### config.mk
export PLATFORM = sky130hd
export DESIGN_NAME = result_uart_tx
export DESIGN_NICKNAME = d
export VERILOG_FILES = /design/src/rtl/result_uart_tx_pkg.sv /design/src/rtl/result_uart_tx_byte.sv /design/src/rtl/result_uart_tx.sv
export SDC_FILE = /design/constraint.sdc
export NUM_CORES = 1
export LEC_CHECK = 0
export ABC_AREA = 1
export CAP_MARGIN = 20
export CORE_MARGIN = 2
export CORE_UTILIZATION = 30
export DETAILED_ROUTE_END_ITERATION = 8
export GPL_ROUTABILITY_DRIVEN = 0
export PLACE_DENSITY_LB_ADDON = 0.2
export SLEW_MARGIN = 20
export SYNTH_ARGS = -nofsm -noshare
export SYNTH_HDL_FRONTEND = slang
export SYNTH_SLANG_ARGS = --single-unit
### constraint.sdc
create_clock -name clk -period 5.2 [get_ports clk]
set_input_delay 0.52 -clock clk [delete_from_list [all_inputs] [get_ports clk]]
set_output_delay 0.52 -clock clk [all_outputs]
set_load 0.02 [all_outputs]
### src/rtl/result_uart_tx_pkg.sv
// Shared constants, state encodings and the hex/line formatting helpers
// for the result UART logger.
package result_uart_tx_pkg;

  localparam int CLKS_PER_BIT_DEF = 868;   // 100 MHz / 115200 baud
  localparam int LINE_BYTES       = 13;

  localparam logic [7:0] ASCII_SP   = 8'h20;
  localparam logic [7:0] ASCII_CR   = 8'h0D;
  localparam logic [7:0] ASCII_LF   = 8'h0A;
  localparam logic [7:0] ASCII_ZERO = 8'h30;
  localparam logic [7:0] ASCII_A    = 8'h41;

  // Byte serializer states: start bit, 8 data bits, stop bit.
  typedef enum logic [1:0] {
    TX_IDLE,
    TX_START,
    TX_DATA,
    TX_STOP
  } tx_state_e;

  // Line sequencer states; FIN is the single done cycle.
  typedef enum logic [1:0] {
    LN_IDLE,
    LN_SEND,
    LN_FIN
  } line_state_e;

  // Uppercase ASCII hex digit.
  function automatic logic [7:0] hex_ascii(input logic [3:0] n);
    if (n < 4'd10) return ASCII_ZERO + {4'h0, n};
    return ASCII_A + {4'h0, n} - 8'd10;
  endfunction

  // Byte idx of the line "RRRRRRRR FF\r\n".
  function automatic logic [7:0] line_byte(input logic [3:0]  idx,
                                           input logic [31:0] res,
                                           input logic [4:0]  flg);
    logic [31:0] sh;
    logic [7:0]  b;
    sh = res << {idx[2:0], 2'b00};
    case (idx)
      4'd0, 4'd1, 4'd2, 4'd3,
      4'd4, 4'd5, 4'd6, 4'd7: b = hex_ascii(sh[31:28]);
      4'd8:                   b = ASCII_SP;
      4'd9:                   b = hex_ascii({3'b000, flg[4]});
      4'd10:                  b = hex_ascii(flg[3:0]);
      4'd11:                  b = ASCII_CR;
      default:                b = ASCII_LF;
    endcase
    return b;
  endfunction

endpackage

### src/rtl/result_uart_tx_byte.sv
// 8N1 byte serializer with baud timer. in_ready is also high in the last
// cycle of the stop bit so a following byte starts with no idle gap.
module uart_tx_byte
  import result_uart_tx_pkg::*;
#(
  parameter int CLKS_PER_BIT = CLKS_PER_BIT_DEF
) (
  input  logic       clk,
  input  logic       rst,
  input  logic       in_valid,
  input  logic [7:0] in_data,
  output logic       in_ready,
  output logic       tx
);

  localparam int TW = (CLKS_PER_BIT > 1) ? $clog2(CLKS_PER_BIT) : 1;
  localparam logic [TW-1:0] T_LAST = TW'(CLKS_PER_BIT - 1);

  tx_state_e   state_q, state_d;
  logic [TW-1:0] timer_q, timer_d;
  logic [2:0]  bit_q, bit_d;
  logic [7:0]  sh_q, sh_d;
  logic        tx_q, tx_d;
  logic        bit_end;

  // Next-state: bit timing, data shifting and byte hand-off.
  always_comb begin
    state_d  = state_q;
    timer_d  = timer_q;
    bit_d    = bit_q;
    sh_d     = sh_q;
    bit_end  = (timer_q == T_LAST);
    in_ready = (state_q == TX_IDLE) || ((state_q == TX_STOP) && bit_end);

    if (state_q != TX_IDLE) timer_d = bit_end ? '0 : timer_q + TW'(1);

    case (state_q)
      TX_START: if (bit_end) begin
        state_d = TX_DATA;
        bit_d   = 3'd0;
      end
      TX_DATA: if (bit_end) begin
        if (bit_q == 3'd7) begin
          state_d = TX_STOP;
        end else begin
          bit_d = bit_q + 3'd1;
          sh_d  = sh_q >> 1;
        end
      end
      TX_STOP: if (bit_end) state_d = TX_IDLE;
      default: ;
    endcase

    if (in_valid && in_ready) begin
      state_d = TX_START;
      sh_d    = in_data;
      timer_d = '0;
      bit_d   = 3'd0;
    end

    // Registered line level follows the state being entered.
    case (state_d)
      TX_START: tx_d = 1'b0;
      TX_DATA:  tx_d = sh_d[0];
      default:  tx_d = 1'b1;
    endcase
  end

  // State register; line idles high in reset.
  always_ff @(posedge clk) begin
    if (rst) begin
      state_q <= TX_IDLE;
      timer_q <= '0;
      bit_q   <= 3'd0;
      sh_q    <= 8'h00;
      tx_q    <= 1'b1;
    end else begin
      state_q <= state_d;
      timer_q <= timer_d;
      bit_q   <= bit_d;
      sh_q    <= sh_d;
      tx_q    <= tx_d;
    end
  end

  assign tx = tx_q;

endmodule

### src/rtl/result_uart_tx.sv
// Captures an ALU result/flags pair on start and streams it as one
// "RRRRRRRR FF\r\n" ASCII line over an 8N1 UART.
module result_uart_tx
  import result_uart_tx_pkg::*;
#(
  parameter int CLKS_PER_BIT = CLKS_PER_BIT_DEF
) (
  input  logic        clk,
  input  logic        rst,
  input  logic        start,
  input  logic [31:0] result,
  input  logic [4:0]  flags,
  output logic        tx,
  output logic        busy,
  output logic        done
);

  line_state_e state_q, state_d;
  logic [3:0]  byte_idx_q, byte_idx_d;
  logic [31:0] res_q, res_d;
  logic [4:0]  flg_q, flg_d;

  logic        accept;
  logic        byte_valid;
  logic [7:0]  byte_data;
  logic        ser_ready;

  // Line sequencer: accept, feed bytes back-to-back, then one done cycle.
  always_comb begin
    state_d    = state_q;
    byte_idx_d = byte_idx_q;
    res_d      = res_q;
    flg_d      = flg_q;
    byte_valid = 1'b0;
    byte_data  = line_byte(byte_idx_q + 4'd1, res_q, flg_q);
    accept     = start && (state_q != LN_SEND);

    case (state_q)
      LN_SEND: if (ser_ready) begin
        if (byte_idx_q < 4'(LINE_BYTES - 1)) begin
          byte_valid = 1'b1;
          byte_idx_d = byte_idx_q + 4'd1;
        end else begin
          state_d = LN_FIN;
        end
      end
      LN_FIN:  state_d = LN_IDLE;
      default: ;
    endcase

    // First byte comes straight from the inputs so the start bit
    // appears right after the accepting edge.
    if (accept) begin
      state_d    = LN_SEND;
      byte_idx_d = 4'd0;
      res_d      = result;
      flg_d      = flags;
      byte_valid = 1'b1;
      byte_data  = line_byte(4'd0, result, flags);
    end
  end

  // Sequencer and capture registers.
  always_ff @(posedge clk) begin
    if (rst) begin
      state_q    <= LN_IDLE;
      byte_idx_q <= 4'd0;
      res_q      <= 32'h0;
      flg_q      <= 5'h0;
    end else begin
      state_q    <= state_d;
      byte_idx_q <= byte_idx_d;
      res_q      <= res_d;
      flg_q      <= flg_d;
    end
  end

  assign busy = (state_q == LN_SEND);
  assign done = (state_q == LN_FIN);

  uart_tx_byte #(.CLKS_PER_BIT(CLKS_PER_BIT)) u_ser (
    .clk      (clk),
    .rst      (rst),
    .in_valid (byte_valid),
    .in_data  (byte_data),
    .in_ready (ser_ready),
    .tx       (tx)
  );

endmodule
=== After elaboration in Yosys (flattened, before gate mapping) ===
Cells that the tools add are included.

* Register bits: 67
* Output and inout bits: 3
* Word-level logic and storage cells: 120

* Add/sub/neg operators: 15
* $lt $le $gt $ge: 4
* Equality and inequality tests: 29
* Shift operators: 1
* Mux-type cells: 40
* Reductions and logical operators: 20

{| class="wikitable"
|+ Operators by type and width
! operator !! count
|-
| 8-bit 2-to-1 mux || 12
|-
| 8-bit one-hot mux with 5 select lines || 1
|-
| 32-bit by 5-bit left shift with 32-bit output || 1
|-
| 8-bit by 4-bit subtractor with 8-bit output (second input constant) || 4
|-
| 7-bit by 4-bit adder with 8-bit output (first input constant) || 3
|-
| 6-bit by 4-bit adder with 7-bit output (first input constant) || 3
|-
| 4-bit by 3-bit == test with 1-bit output (second input constant) || 4
|-
| 4-bit == test (second input constant) || 4
|-
| 4-bit less-than comparator (second input constant) || 4
|-
| 2-bit 2-to-1 mux || 7
|-
| 1-bit 2-to-1 mux || 12
|-
| 3-bit AND reduction || 4
|-
| 10-bit by 1-bit adder with 10-bit output (second input constant) || 1
|-
| 10-bit == test (second input constant) || 1
|-
| 10-bit 2-to-1 mux || 1
|-
| 2-bit nonzero test || 5
|-
| 3-bit 2-to-1 mux || 3
|-
| 7-bit by 1-bit adder with 8-bit output (first input constant) || 1
|-
| 2-bit == test (second input constant) || 4
|-
| 4-bit by 2-bit == test with 1-bit output (second input constant) || 2
|-
| 2-bit by 1-bit inequality test with 1-bit output (second input constant) || 4
|-
| 8-bit OR reduction || 1
|-
| 6-bit by 1-bit adder with 7-bit output (first input constant) || 1
|-
| 2-bit by 1-bit == test with 1-bit output (second input constant) || 3
|-
| other kinds (18) || 23
|}

=== Logic depth before layout (Yosys ltp) ===
* Word-level depth: 10
* Gate-level depth with buffers: 19
* Gate-level depth less buffers: 18

=== Modules after synthesis ===
A second synthesis with hierarchy kept.

* Cell total of the unflattened synthesis: 574
* Area, all modules: 3,856.2 um^2

{| class="wikitable"
|+ By module, submodules not included
! module !! instances !! cells an instance !! area each (um^2) !! seq. area each (um^2)
|-
| result_uart_tx || 1 || 378 || 2,494.9 || 860.8
|-
| uart_tx_byte || 1 || 196 || 1,361.3 || 480.5
|}

=== Worst setup path after synthesis ===
Ideal clock, no wire load.

* Path kind: flip-flop to flip-flop
* Start point: reg byte_idx_q[0]
* End point: reg u_ser.sh_q[4]
* Setup time: 0.131 ns
* Data arrival time: 2.292 ns
* Setup slack: 2.778 ns
* Stages on the path, launching flop included: 19
* Buffers on the path: 2
* Period minus slack after synthesis: 2.422 ns
* Path through: dfxtp_1 > inv_2 > buf_2 > ha_1 > clkbuf_1 > o21ai_0 > o21ai_0 > nand2_1 > o21ai_0 > inv_1 > ha_1 > nand2_1 > nand2_2 > nand2_1 > nand3_1 > nand2_1 > nand2_1 > nand2_1 > a21oi_2

* Longest elaborated chain between the ends: 9
* Elaborated cells between the ends (all ways): 36
* Those cells by class: 4 x add/sub; 2 x order compare; 12 x eq/ne; 1 x shift; 11 x mux; 6 x reduce/logical

{| class="wikitable"
|+ RTL lines
! what !! line !! RTL
|-
| from (decl) || result_uart_tx.sv:19 || <nowiki>logic [3:0] byte_idx_q, byte_idx_d;</nowiki>
|-
| from (signal assigned) || result_uart_tx.sv:72 || <nowiki>byte_idx_q <= byte_idx_d;</nowiki>
|-
| branches (longest 9 deep; another with 7-bit by 4-bit adder with 8-bit output) || -- ||
|-
| to (signal assigned) || result_uart_tx_byte.sv:75 || <nowiki>sh_q <= 8'h00;</nowiki>
|-
| to (signal assigned) || result_uart_tx_byte.sv:81 || <nowiki>sh_q <= sh_d;</nowiki>
|-
| to (decl) || result_uart_tx_byte.sv:22 || <nowiki>logic [7:0] sh_q, sh_d;</nowiki>
|}

Parallel ways; which one is timed is not known. The select of a mux whose other input is x is not followed.
A chain may end at the register's enable or synchronous reset.

=== Final worst setup path ===
Same ends and word-level chain as after synthesis.

==> key figures <==
Run status
  • Status: finished, final reports clean

Power and ir drop
  • Int Power: 1020 uW
  • Clk network pwr share: 37.5%
  • Share of total power in combinational logic: 23.4%
  • Switching power: 460 uW
  • Power density cells: 341 mW/mm^2
  • Leakage Power: 0.00183 uW
  • Total Power: 1480 uW
  • IR drop worst, VDD: 167 uV
  • Reg power frac: 39.1%
  • Switching share of power: 31.1%

Route
  • Vias per Instance: 4.62
  • Post-route ant nets: 0
  • Detailed Route WL: 8.42 mm
  • DR iter-0 viols: 181
  • Drc violations: 0
  • Wire per inst: 11.9 microns
  • Via count: 3,256
  • DR pass1 iterations: 5

Setup path
  • Critical Path Fanout Max: 23
  • R2r endpoint: u_ser.sh_q[4]
  • RR Startpoint: byte_idx_q[0]
  • CP Capture Type: flip-flop
  • Worst path arrival time: 3.60 ns
  • Setup slack, reg-to-reg: 1.79 ns
  • CP startpoint kind: flip-flop
  • CP Class: flip-flop to flip-flop
  • Required time of the critical path: 5.39 ns
  • Worst reg2reg path depth: 18

Timing
  • Setup tns final: 0 ns
  • Final setup vio count: 0
  • Worst clock skew: 0.00558 ns
  • Final Hold Fails: 0
  • Setup WS post-layout: 1.79 ns
  • Period utilization: 65.6%
  • Worst-Margin Slew: 1.01 ns
  • Slew Limit Headroom: 32.3%
  • Period minus WS final: 3.41 ns
  • RSZ-0062 raised after global routing: false
  • Max Slew Vio Count: 0
  • FMAX: 293 MHz

Synthesis
  • Syn Area/Cell: 6.75 sq um
  • Yosys reg bits: 66
  • Synth warn: 0
  • Mapped Area: 0.00351 sq mm
  • EDFF count, synth: 0
  • Syn nets: 573
  • Top_reg_cell synth: dfxtp_1
  • Synth Instances: 520
  • FFs w/ async S/R, synth: 0%
  • Post-synth cell types: 37
  • Sequential fraction of the synthesis area: 37.6%

Clock tree
  • Reg clk slew, reported paths: 0.05 ns
  • CTS tree: done
  • Post-CTS sizing: 0
  • CTS Sinks: 66
  • Hold_buf cts: 0
  • CTS H-tree depth: 3
  • Post-CTS Setup Bufs: 0
  • Worst-Skew Late Latency: 0.32 ns
  • Cell chosen for the clock root: clkbuf_16
  • Max clock buf depth: 2
  • CTS buffer count: 9

Worst hold path
  • Worst Hold Launch: flg_q[4]
  • Hold Path End: flg_q[4]
  • Worst hold path stage count: 2
  • Min-delay worst type: flip-flop to flip-flop

Die
  • Core area: 0.0114 sq mm
  • Site Rows: 39
  • Die W: 112 microns
  • Initial core utilization: 30.8%
  • Die height: 112 microns
  • I/O pin count: 43
  • Die area: 0.0126 sq mm

Layout
  • Final std cells w/o fill: 705
  • Area grow syn2layout: 23.6%
  • Layout cells sized above 1: 7.83%
  • Fin area: 0.00434 sq mm
  • # nets final: 610
  • Fillers: 1,261
  • Number of antenna diodes: 0

Global routing
  • First-pass GRT wire length: 14.3 mm
  • Vias in the first global route: 3,017
  • Antenna violations before repair: 0
  • Grt ovf: 0
  • Largest net degree at the start of global routing: 69
  • All-layer global routing usage: 13.9%

Flow run
  • Max cap viols: 0

Placement
  • DP Worst Slack: 1.83 ns
  • Placed Cells incl. Taps: 688
  • Area post-placement: 0.00405 sq mm
  • Detail Placement HPWL: 6.20 mm
  • IO Port Bufs: 42
[metrics by stage]
step	utilization [%]	hold slack [ns]
after floorplan	-	0.423
after global placement	35.4	0.441
after detailed placement	35.4	0.448
after CTS	37.9	0.455
after global routing	38.0	0.459
final	38.0	0.453
[registers in the layout, summed over array words and instances, names as in the netlist]
| name | flops |
|---|---|
| byte_idx_q | 4 |
| u_ser.tx | 1 |
| res_q | 32 |
| u_ser.timer_q | 10 |
| u_ser.bit_q | 3 |
| u_ser.state_q | 2 |
| state_q | 2 |
| flg_q | 5 |
| u_ser.sh_q | 7 |
[cell usage in the layout (no fill, tap or decap), drive strengths merged, types with 2 or more instances in the layout]
cell,count
a211oi,2
a21oi,48
a31oi,2
buf,2
clkbuf,10
clkdlybuf4s50,42
clkinv,5
clkinvlp,3
dfxtp,66
ha,13
inv,75
nand2,108
nand3,32
nand4,4
nor2,56
nor3,5
nor3b,2
o211ai,3
o21ai,66
o22ai,2
or2,2
xnor2,2
xor2,7
[worst max-delay path, stage by stage (launching register included)]
cell	delay, ns
dfxtp_1	0.79
inv_2	0.29
ha_1	0.58
inv_1	0.19
nor2_1	0.13
o21ai_1	0.06
o21ai_1	0.08
inv_1	0.04
o21ai_0	0.24
inv_1	0.10
ha_1	0.24
nand2_1	0.09
nand2_2	0.06
nand2_1	0.06
nand3_1	0.06
nand2_1	0.06
nand2_1	0.07
nand2_1	0.07
a21oi_2	0.05
[cell families after synthesis]
group	Yosys count	synth area share (%)
compound gates	127	19.4
xor+xnor	9	2.46
fa+ha+maj	13	4.63
buf+inv	95	10.3
flops	66	37.6
simple gates	210	25.5
[cells in the mapped netlist (5+ instances only)]
library cell / number / share of area (%)
ha_1: 13 / 4.6
inv_1: 61 / 6.5
xor2_1: 6 / 1.5
inv_2: 14 / 1.5
clkbuf_1: 12 / 1.3
buf_2: 5 / 0.71
nand2_1: 103 / 11
dfxtp_1: 66 / 38
o21ai_1: 11 / 1.6
a21oi_1: 47 / 6.7
o21ai_0: 55 / 7.8
nand3_1: 32 / 4.6
nor2_1: 55 / 5.9
[final cells by class]
class | instances | area, sq um | share of cell area, %
Clock inverter | 6 | 41.3 | 0.951
Inverter | 77 | 289 | 6.66
Sequential cell | 66 | 1320 | 30.4
Tap cell | 143 | 179 | 4.12
Multi-Input combinational cell | 359 | 1830 | 42.1
Clock buffer | 10 | 239 | 5.51
Timing Repair Buffer | 44 | 443 | 10.2
[worst max path at each step]
stage / start / to / depth (start not counted)
final: byte_idx_q[0] / u_ser.sh_q[4] / 18
after global routing: byte_idx_q[0] / u_ser.sh_q[2] / 18
after CTS: byte_idx_q[0] / u_ser.sh_q[4] / 18
after detailed placement: byte_idx_q[0] / u_ser.sh_q[4] / 18
after global placement: byte_idx_q[0] / u_ser.sh_q[4] / 18
after floorplan: byte_idx_q[0] / u_ser.sh_q[4] / 18
[routing by layer]
metal,global-route usage (%),share of wire [%],routed length [microns],up-vias
met2,20.5,43,3580,48
met4,4.88,1.2,97,0
met1,20.1,53,4490,1452
li1,-,-,-,1751
met3,2.81,3.0,251,5
met5,0,0,0,-
[power groups by stage]
stage,clock [uW],sequential (uW),combinational [uW]
floorplan,0,583,251
detailed placement,0,590,346
global placement,0,590,342
finish,556,580,346
CTS,572,579,348
global route,596,584,396
Power figures use the tool's default switching activity.
